$ cat config.mk
export PLATFORM = sky130hd
export DESIGN_NAME = alu_serial
export DESIGN_NICKNAME = d
export VERILOG_FILES = /design/src/rtl/alu_serial.sv
export SDC_FILE = /design/constraint.sdc
export NUM_CORES = 1
export LEC_CHECK = 0
export CAP_MARGIN = 20
export CORE_MARGIN = 2
export CORE_UTILIZATION = 35
export CTS_CLUSTER_DIAMETER = 150
export DETAILED_ROUTE_END_ITERATION = 10
export HOLD_SLACK_MARGIN = 0.02
export REMOVE_ABC_BUFFERS = 1
export SETUP_SLACK_MARGIN = 0.1
export SLEW_MARGIN = 30
export SYNTH_ARGS = -nofsm -noshare
export SYNTH_HDL_FRONTEND = slang
export SYNTH_SLANG_ARGS = --single-unit
$ cat constraint.sdc
create_clock -name clk -period 1.7 [get_ports clk]
set_input_delay 0.425 -clock clk [delete_from_list [all_inputs] [get_ports clk]]
set_output_delay 0.425 -clock clk [all_outputs]
set_load 0.005 [all_outputs]
$ cat src/rtl/alu_serial.sv
// alu_serial: bit-serial NOR/XOR/ADD/SUB ALU, one bit per clock, LSB first.
// Operands are captured on start; done pulses for one cycle when result/cout/zero update.
`default_nettype none

module alu_serial #(
    parameter int WIDTH = 8
) (
    input  logic             clk,
    input  logic             rst_n,
    input  logic             start,
    input  logic [WIDTH-1:0] a,
    input  logic [WIDTH-1:0] b,
    input  logic [1:0]       op,
    output logic             busy,
    output logic             done,
    output logic [WIDTH-1:0] result,
    output logic             cout,
    output logic             zero
);

    localparam int CW = (WIDTH > 1) ? $clog2(WIDTH) : 1;

    typedef enum logic [1:0] {
        IDLE = 2'd0,
        RUN  = 2'd1,
        DONE = 2'd2
    } state_t;

    state_t           state;
    logic [WIDTH-1:0] a_sh;
    logic [WIDTH-1:0] b_sh;
    logic [WIDTH-2:0] res_sh;
    logic [1:0]       op_r;
    logic             carry;
    logic [CW-1:0]    cnt;

    logic             bit_a;
    logic             bit_b;
    logic             b_eff;
    logic             sum_bit;
    logic             carry_nx;
    logic [WIDTH-1:0] res_nx;

    // One slice of the 1-bit ALU cell; b is inverted only for SUB.
    always_comb begin
        bit_a    = a_sh[0];
        bit_b    = b_sh[0];
        b_eff    = bit_b ^ op_r[0];
        carry_nx = (bit_a & b_eff) | (bit_a & carry) | (b_eff & carry);
        case (op_r)
            2'b00:   sum_bit = ~(bit_a | bit_b);
            2'b01:   sum_bit = bit_a ^ bit_b;
            default: sum_bit = bit_a ^ b_eff ^ carry;
        endcase
        res_nx = {sum_bit, res_sh};
    end

    always_ff @(posedge clk or negedge rst_n) begin
        if (!rst_n) begin
            state  <= IDLE;
            busy   <= 1'b0;
            done   <= 1'b0;
            result <= '0;
            cout   <= 1'b0;
            zero   <= 1'b0;
            a_sh   <= '0;
            b_sh   <= '0;
            res_sh <= '0;
            op_r   <= 2'b00;
            carry  <= 1'b0;
            cnt    <= '0;
        end else begin
            done <= 1'b0;
            case (state)
                RUN: begin
                    a_sh   <= a_sh >> 1;
                    b_sh   <= b_sh >> 1;
                    res_sh <= res_nx[WIDTH-1:1];
                    carry  <= carry_nx;
                    if (cnt == CW'(WIDTH - 1)) begin
                        state  <= DONE;
                        busy   <= 1'b0;
                        done   <= 1'b1;
                        result <= res_nx;
                        cout   <= op_r[1] & carry_nx;
                        zero   <= (res_nx == '0);
                    end else begin
                        cnt <= cnt + 1'b1;
                    end
                end
                // IDLE and DONE both accept a new request (back-to-back from DONE).
                default: begin
                    if (start) begin
                        a_sh  <= a;
                        b_sh  <= b;
                        op_r  <= op;
                        carry <= op[0];
                        cnt   <= '0;
                        busy  <= 1'b1;
                        state <= RUN;
                    end else begin
                        state <= IDLE;
                    end
                end
            endcase
        end
    end

endmodule

`default_nettype wire

[After elaboration in Yosys (flattened, before gate mapping)]
Index checks and enable logic that the tools add are counted.
Word-level totals
  bits of input ports: 21
  output and inout bits: 12
  word-level logic and storage cells: 56
  flip-flop bits (word level): 43
Operators by class
  reduce and logical (&&, ||, !) cells: 7
  bitwise gates (word level): 13
  mux-type cells: 18
  add/subtract/negate cells: 1
  equal/unequal tests: 5
Operators by type and width (count)
  8-bit two-way mux: 4
  3-bit two-way mux: 3
  8-bit zero test: 1
  1-bit two-way mux: 8
  2-bit AND reduction: 4
  1-bit AND: 4
  2-bit by 1-bit == test with 1-bit output (second input constant): 2
  2-bit two-way mux: 2
  2-bit inequality test (second input constant): 2
  1-bit bitwise XOR: 4
  3-bit by 1-bit adder with 3-bit output (second input constant): 1
  3-bit == test (second input constant): 1
  1-bit bitwise OR: 3
  2-bit zero test: 1
  1-bit NOT: 2
  1-bit one-hot mux with 2 select lines: 1
  2-bit nonzero test: 1

[Logic depth before layout (Yosys ltp)]
Gate-level depths: netlist of run 1.
  word-level depth: 5
  mapped depth: 6
  depth with buffers taken out: 5

[Worst setup path after synthesis of run 1]
Ideal clock, no wire load.
  path kind: register to register
  start point: register cnt[0]
  end point: register result[4]
  path buffers: 1
  period minus slack after synthesis: 1533 ps
  stages on the path, launching flop included: 6
  path slack: 167 ps
  arrival time: 1408 ps
  required time: 1575 ps
  cells stage by stage: dfrtp_1 > ha_1 > ha_1 > nand3b_4 > buf_2 > mux2_2
On the way
  longest elaborated chain between the ends: 2
RTL lines
  from (decl): RTL line 35  | logic [CW-1:0] cnt;
  from (signal assigned): RTL line 88  | cnt <= cnt + 1'b1;
  3-bit == test: RTL line 80  | if (cnt == CW'(WIDTH - 1)) begin
  2-bit AND reduction (no line)
  to (signal assigned): RTL line 84  | result <= res_nx;
  to (decl): RTL line 16  | output logic [WIDTH-1:0] result,
Every way passes these cells.
A chain may end at the register's enable or synchronous reset.

[Worst setup path after layout of run 1]
  start point: register result[5]
  end point: output port result[5]
No word-level cell between the ends.

==> results of run 1 <==
-- area by class of cell --
class,instances,area [sq um]
clock inverter,2,60.1
sequential,43,1080
multi-input combinational,106,722
tap,70,87.6
fill,490,2630
clock buffer,6,72.6
timing repair buffer,44,439
inverter,6,22.5
-- logic make-up (layout without fill, tap and decap cells) --
kind of cell / count (synthesis) / after routing / share of synthesized area [%]
simple gates: 49 / 49 / 12.1
flops: 43 / 43 / 57.9
mux: 27 / 27 / 15.3
compound gates: 25 / 25 / 7.61
buf+inv: 14 / 58 / 3.57
fa+ha+maj: 4 / 4 / 3.10
xor+xnor: 1 / 1 / 0.471
-- Yosys cell counts --
| cell | n | share of area (%) |
|---|---|---|
| nor3_2 | 1 | 0.54 |
| fa_1 | 1 | 1.1 |
| a21oi_1 | 2 | 0.54 |
| nand2_1 | 38 | 7.7 |
| o211a_1 | 1 | 0.54 |
| a22o_1 | 3 | 1.4 |
| xnor2_1 | 1 | 0.47 |
| mux2i_1 | 16 | 8.6 |
| nand3b_4 | 1 | 1.1 |
| clkbuf_1 | 1 | 0.20 |
| nand2b_1 | 2 | 0.67 |
| buf_4 | 2 | 0.81 |
| nor2b_1 | 1 | 0.34 |
| buf_2 | 5 | 1.3 |
| dfrtp_1 | 43 | 58 |
| nor2_1 | 4 | 0.81 |
| o21ai_0 | 19 | 5.1 |
| or3_1 | 1 | 0.34 |
| inv_1 | 6 | 1.2 |
| mux2_2 | 11 | 6.7 |
| or4_4 | 1 | 0.61 |
| ha_1 | 3 | 2.0 |
-- flip-flops by register name (all words and copies together) (netlist names), 2 cells and up --
register	flops
res_sh	7
result	8
a_sh	8
op_r	2
b_sh	8
cnt	3
state	2
-- per-layer routing --
metal  wire length, um  part of all wire (%)  up-vias  global-route usage [%]
met5                 0                     0        -                       0
met3               156                   4.4        4                    3.53
met1              1510                    43      608                    14.6
li1                  -                     -      633                       -
met2              1820                    52       37                    22.4
met4                27                  0.77        0                    3.82
-- worst paths after layout --
check                               start  slack, ns  depth (start not counted)   endpoint
worst max-delay path            result[5]       0.14                          1  result[5]
worst min-delay path                rst_n       0.09                          2       cout
worst max register to register     cnt[0]       0.16                          5  result[3]
worst min register to register       cout       0.48                          2       cout
max in group asynchronous           rst_n       1.39                          2     cnt[0]
min in group clk                     cout       0.48                          2       cout
-- cells in the final DEF (no fill, tap or decap), types with 2 or more instances in the layout --
master           instances
buf_4                   10
o21ai_0                 17
nand2b_1                 2
inv_1                    6
clkdlybuf4s50_1         24
nand2_1                 38
a22o_1                   3
a21oi_1                  2
mux2_2                  11
nor2_1                   4
mux2i_1                 16
ha_1                     3
dlymetal6s2s_1           7
bufinv_16                2
clkbuf_8                 5
dfrtp_1                 43
-- power groups by stage --
stage          clock, mW  sequential [mW]  combinational (mW)
2_1_floorplan          0             1.69               0.830
3_3_place_gp           0             1.73                1.33
3_5_place_dp           0             1.76                1.41
4_1_cts            0.944             1.74                1.44
5_1_grt            0.994             1.79                1.62
6_report           0.920             1.73                1.44
-- worst reg2reg max path, cell delays in order, from the launching register on --
cell      delay, ns
dfrtp_1        0.40
ha_1           0.21
ha_1           0.22
nand3b_4       0.10
buf_6          0.16
mux2_2         0.34
-- repair_timing --
item / 4_1_cts / 5_1_grt
buffers inserted: 1 / 3
resized for setup: 2 / 9
hold buffers: 0 / 0
endpoints found under the setup margin: 4 / 13
==> impl_metrics.env, run 1 <==
export IMPL_status="finished, final reports clean"
export IMPL_cts_tree="yes"
export IMPL_viasPerCell=4.63
export IMPL_drv_slew=0
export IMPL_place_gp_congestion=0.755
export IMPL_diodes=0
export IMPL_coreArea_sq_um=5110
export IMPL_final_hold_violation_count=0
export IMPL_cp_arrival_ns=1.14
export IMPL_grt_pass1_vias=1299
export IMPL_power_frac_seq_pct=42.4
export IMPL_peakVddDrop_uv=500
export IMPL_track_usage_pct=12.6
export IMPL_critPathMaxStageDelay_ns=0.50
export IMPL_grt_antenna_before_repair=0
export IMPL_clkTransAtPathRegs_ns=0.08
export IMPL_worst_ep_required_time_ns=1.27
export IMPL_clkPwrFrac_pct=22.5
export IMPL_holdWs_ns=0.0941
export IMPL_slew_headroom_pct=78.1
export IMPL_synthToLayoutAreaGrowth_pct=33.5
export IMPL_rows=26
export IMPL_numCtsBuffers=5
export IMPL_worst_skew_pair_late_latency_ns=0.29
export IMPL_fmax_ghz=0.640
export IMPL_cp_slowest_cell="clkdlybuf4s50_1"
export IMPL_critPathLaunchType="register"
export IMPL_p_per_area_nw_per_um2=1650
export IMPL_num_vias=1282
export IMPL_synth_distinct_cells=22
export IMPL_root_buffer="clkbuf_8"
export IMPL_hp_class="primary input to asynchronous set/reset pin"
export IMPL_nNetsFinal=231
export IMPL_finClkSkew_ns=0.00543
export IMPL_power_mw=4.09
export IMPL_cp_buffers_inverters=1
export IMPL_placedInstanceArea_sq_um=2290
export IMPL_io_pins=33
export IMPL_cp_top_family="buffers and inverters"
export IMPL_initial_core_util_pct=36.4
export IMPL_die_h_um=76.9
export IMPL_htreeDepth=2
export IMPL_yosys_warnings=0
export IMPL_design_area_sq_um=2480
export IMPL_path_max_fanout=2
export IMPL_cts_buffer_depth=2
export IMPL_grt_overflow=0
export IMPL_worst_pin_slew_ns=0.328
export IMPL_critical_path_class="register to primary output"
export IMPL_portBuffers=32
export IMPL_maxCapViolCount=0
export IMPL_setup_ws_ns=0.137
export IMPL_p_leak_nw=1.25
export IMPL_setup_viol=0
export IMPL_power_internal_mw=2.82
export IMPL_drtIter0Drc=43
export IMPL_stdcell_count=277
export IMPL_cp_end_kind="primary output"
export IMPL_dp_cells=265
export IMPL_avgSynthCellArea_sq_um=11.4
export IMPL_grt_pass1_wl_um=5790
export IMPL_switching_power_mw=1.27
export IMPL_yosysSeqAreaShare_pct=57.9
export IMPL_fin_tns_setup_ns=0
export IMPL_drcViolationCount=0
export IMPL_worstPathCellList="clkdlybuf4s50_1"
export IMPL_combPwrFrac_pct=35.1
export IMPL_grt_setup_unrepaired="yes"
export IMPL_drive_gt1_share_pct=17.4
export IMPL_grt_max_degree=44
export IMPL_dieArea_sq_um=5910
export IMPL_ant_nets=0
export IMPL_finalWirelength_um=3510
export IMPL_ys_seq_elements=43
export IMPL_p_sw_share_pct=31.0
export IMPL_first_pass_iters=4
export IMPL_pre_cts_ws_ns=0.0562
export IMPL_hpwlAfterDp_um=2590
export IMPL_utilization_pct=48.6
export IMPL_synth_area_sq_um=1860
export IMPL_cts_sink_count=43
export IMPL_fp_dieW_um=76.9
export IMPL_routedWlPerCell_um=12.7
export IMPL_min_period_over_period_pct=91.9
export IMPL_syn_inst=163
export IMPL_min_period_ns=1.56
Note: power is estimated with default switching activity, not from simulation.
==> inputs of run 2 (changes only) <==
--- a/config.mk
+++ b/config.mk
@@ -7,10 +7,11 @@
 export LEC_CHECK = 0
 export CAP_MARGIN = 20
 export CORE_MARGIN = 2
-export CORE_UTILIZATION = 35
+export CORE_UTILIZATION = 51
 export CTS_CLUSTER_DIAMETER = 150
 export DETAILED_ROUTE_END_ITERATION = 10
 export HOLD_SLACK_MARGIN = 0.02
+export PLACE_DENSITY = 0.78
 export REMOVE_ABC_BUFFERS = 1
 export SETUP_SLACK_MARGIN = 0.1
 export SLEW_MARGIN = 30
==> run 2 against run 1 <==
First-iteration DRC count down 44%. Worst setup slack about the same. Non-clock buffer count up 3. Combinational power about the same. Clock power down 16%. Register-to-register slack worse by 0.02 ns. Routed wire length down 8.6%. Via count up 1.1%. Global-route usage up 5.5 points. Critical path type is now register to register. Largest cell class unchanged. Largest power group unchanged.
==> impl_metrics.env, run 2 (same netlist as run 1, synthesis figures left out) <==
export IMPL_fin_tns_setup_ns=0
export IMPL_slew_headroom_pct=67.0
export IMPL_cts_tree="yes"
export IMPL_numCtsBuffers=5
export IMPL_worst_skew_pair_late_latency_ns=0.35
export IMPL_ant_nets=0
export IMPL_initial_core_util_pct=54.4
export IMPL_final_common_cell="dfrtp_1"
export IMPL_mostFrequentLayoutCells="dfrtp_1, nand2_1, clkdlybuf4s50_1"
export IMPL_dp_cells=239
export IMPL_root_buffer="clkbuf_4"
export IMPL_stdcell_count=256
export IMPL_grt_overflow=0
export IMPL_finalWirelength_um=3210
export IMPL_critical_path_class="register to register"
export IMPL_p_per_area_nw_per_um2=1600
export IMPL_holdWs_ns=0.0270
export IMPL_rows=21
export IMPL_clkTransAtPathRegs_ns=0.12
export IMPL_status="finished, final reports clean"
export IMPL_maxCapViolCount=0
export IMPL_grt_pass1_vias=1375
export IMPL_reg_top3="a_sh x8, b_sh x8, result x8"
export IMPL_first_pass_iters=4
export IMPL_hpwlAfterDp_um=2300
export IMPL_cts_sink_count=43
export IMPL_cp_end_kind="register"
export IMPL_cp_arrival_ns=1.81
export IMPL_place_gp_congestion=0.738
export IMPL_drcViolationCount=0
export IMPL_viasPerCell=5.06
export IMPL_top_usage_layer="met2"
export IMPL_min_period_over_period_pct=91.9
export IMPL_p_leak_nw=1.22
export IMPL_diodes=0
export IMPL_coreArea_sq_um=3420
export IMPL_utilization_pct=71.5
export IMPL_path_max_fanout=10
export IMPL_track_usage_pct=18.1
export IMPL_portBuffers=32
export IMPL_use_met1_pct=19.9
export IMPL_final_hold_violation_count=0
export IMPL_grt_use_met2_pct=32.4
export IMPL_critPathLaunchType="register"
export IMPL_min_period_ns=1.56
export IMPL_cts_buffer_depth=2
export IMPL_grt_antenna_before_repair=0
export IMPL_nNetsFinal=234
export IMPL_drive_gt1_share_pct=19.0
export IMPL_num_vias=1296
export IMPL_setup_viol=0
export IMPL_synthToLayoutAreaGrowth_pct=31.4
export IMPL_worst_ep_required_time_ns=1.95
export IMPL_setup_ws_ns=0.137
export IMPL_io_pins=33
export IMPL_die_h_um=64.4
export IMPL_globalRouteMet3Util_pct=5.11
export IMPL_finClkSkew_ns=0.00593
export IMPL_pre_cts_ws_ns=-0.00780
export IMPL_grt_pass1_wl_um=5730
export IMPL_r2r_cells=5
export IMPL_hp_class="primary input to asynchronous set/reset pin"
export IMPL_fp_dieW_um=64.4
export IMPL_dieArea_sq_um=4140
export IMPL_fmax_ghz=0.640
export IMPL_worst_pin_slew_ns=0.495
export IMPL_htreeDepth=2
export IMPL_grt_max_degree=38
export IMPL_cts_hold_buf=0
export IMPL_grt_setup_unrepaired="yes"
export IMPL_drtIter0Drc=24
export IMPL_peakVddDrop_uv=790
export IMPL_drv_slew=0
export IMPL_routedWlPerCell_um=12.5
run 2: cell type report:
class	instances	area [sq um]
multi-input cells	106	729
well taps	46	57.6
repair buffers	47	454
flip-flops and latches	43	1080
clock inverters	2	60.1
fillers	257	975
clock buffers	6	41.3
inverters	6	22.5
run 2: report_power, final:
| group | total, mW | switching, mW | internal, mW |
|---|---|---|---|
| clock network | 0.770 | 0.311 | 0.459 |
| logic | 1.43 | 0.655 | 0.773 |
| registers | 1.72 | 0.268 | 1.45 |
run 2: critical path, cell delays in order (launching register included):
cell and delay (ns):
dfrtp_1 0.41, ha_1 0.21, ha_1 0.22, nand3b_4 0.17, buf_4 0.14, mux2_2 0.31
run 2: timing repair:
item / CTS / global route
buffers inserted: 3 / 6
setup endpoints to repair: 13 / 5
gates resized for setup: 12 / 5
run 2: metal layers:
metal / part of all wire, % / vias up
met2: 51 / 28
met5: 0 / -
met1: 42 / 618
met4: 1.8 / 0
met3: 4.9 / 5
li1: - / 645
run 2: metrics by stage:
stage	cell area (sq um)	total power, mW
floorplan	1810	2.52
global placement	2260	3.02
detailed placement	2260	3.12
CTS	2370	3.86
global route	2440	4.24
finish	2440	3.91
run 2: path summary, 6_finish.rpt:
check / start / to / slack, ns
max: cnt[0] / result[4] / 0.14
min: rst_n / cout / 0.03
max reg2reg: cnt[0] / result[4] / 0.14
min reg2reg: cout / cout / 0.48
max in group asynchronous: rst_n / cnt[2] / 1.19
min in group clk: cout / cout / 0.48
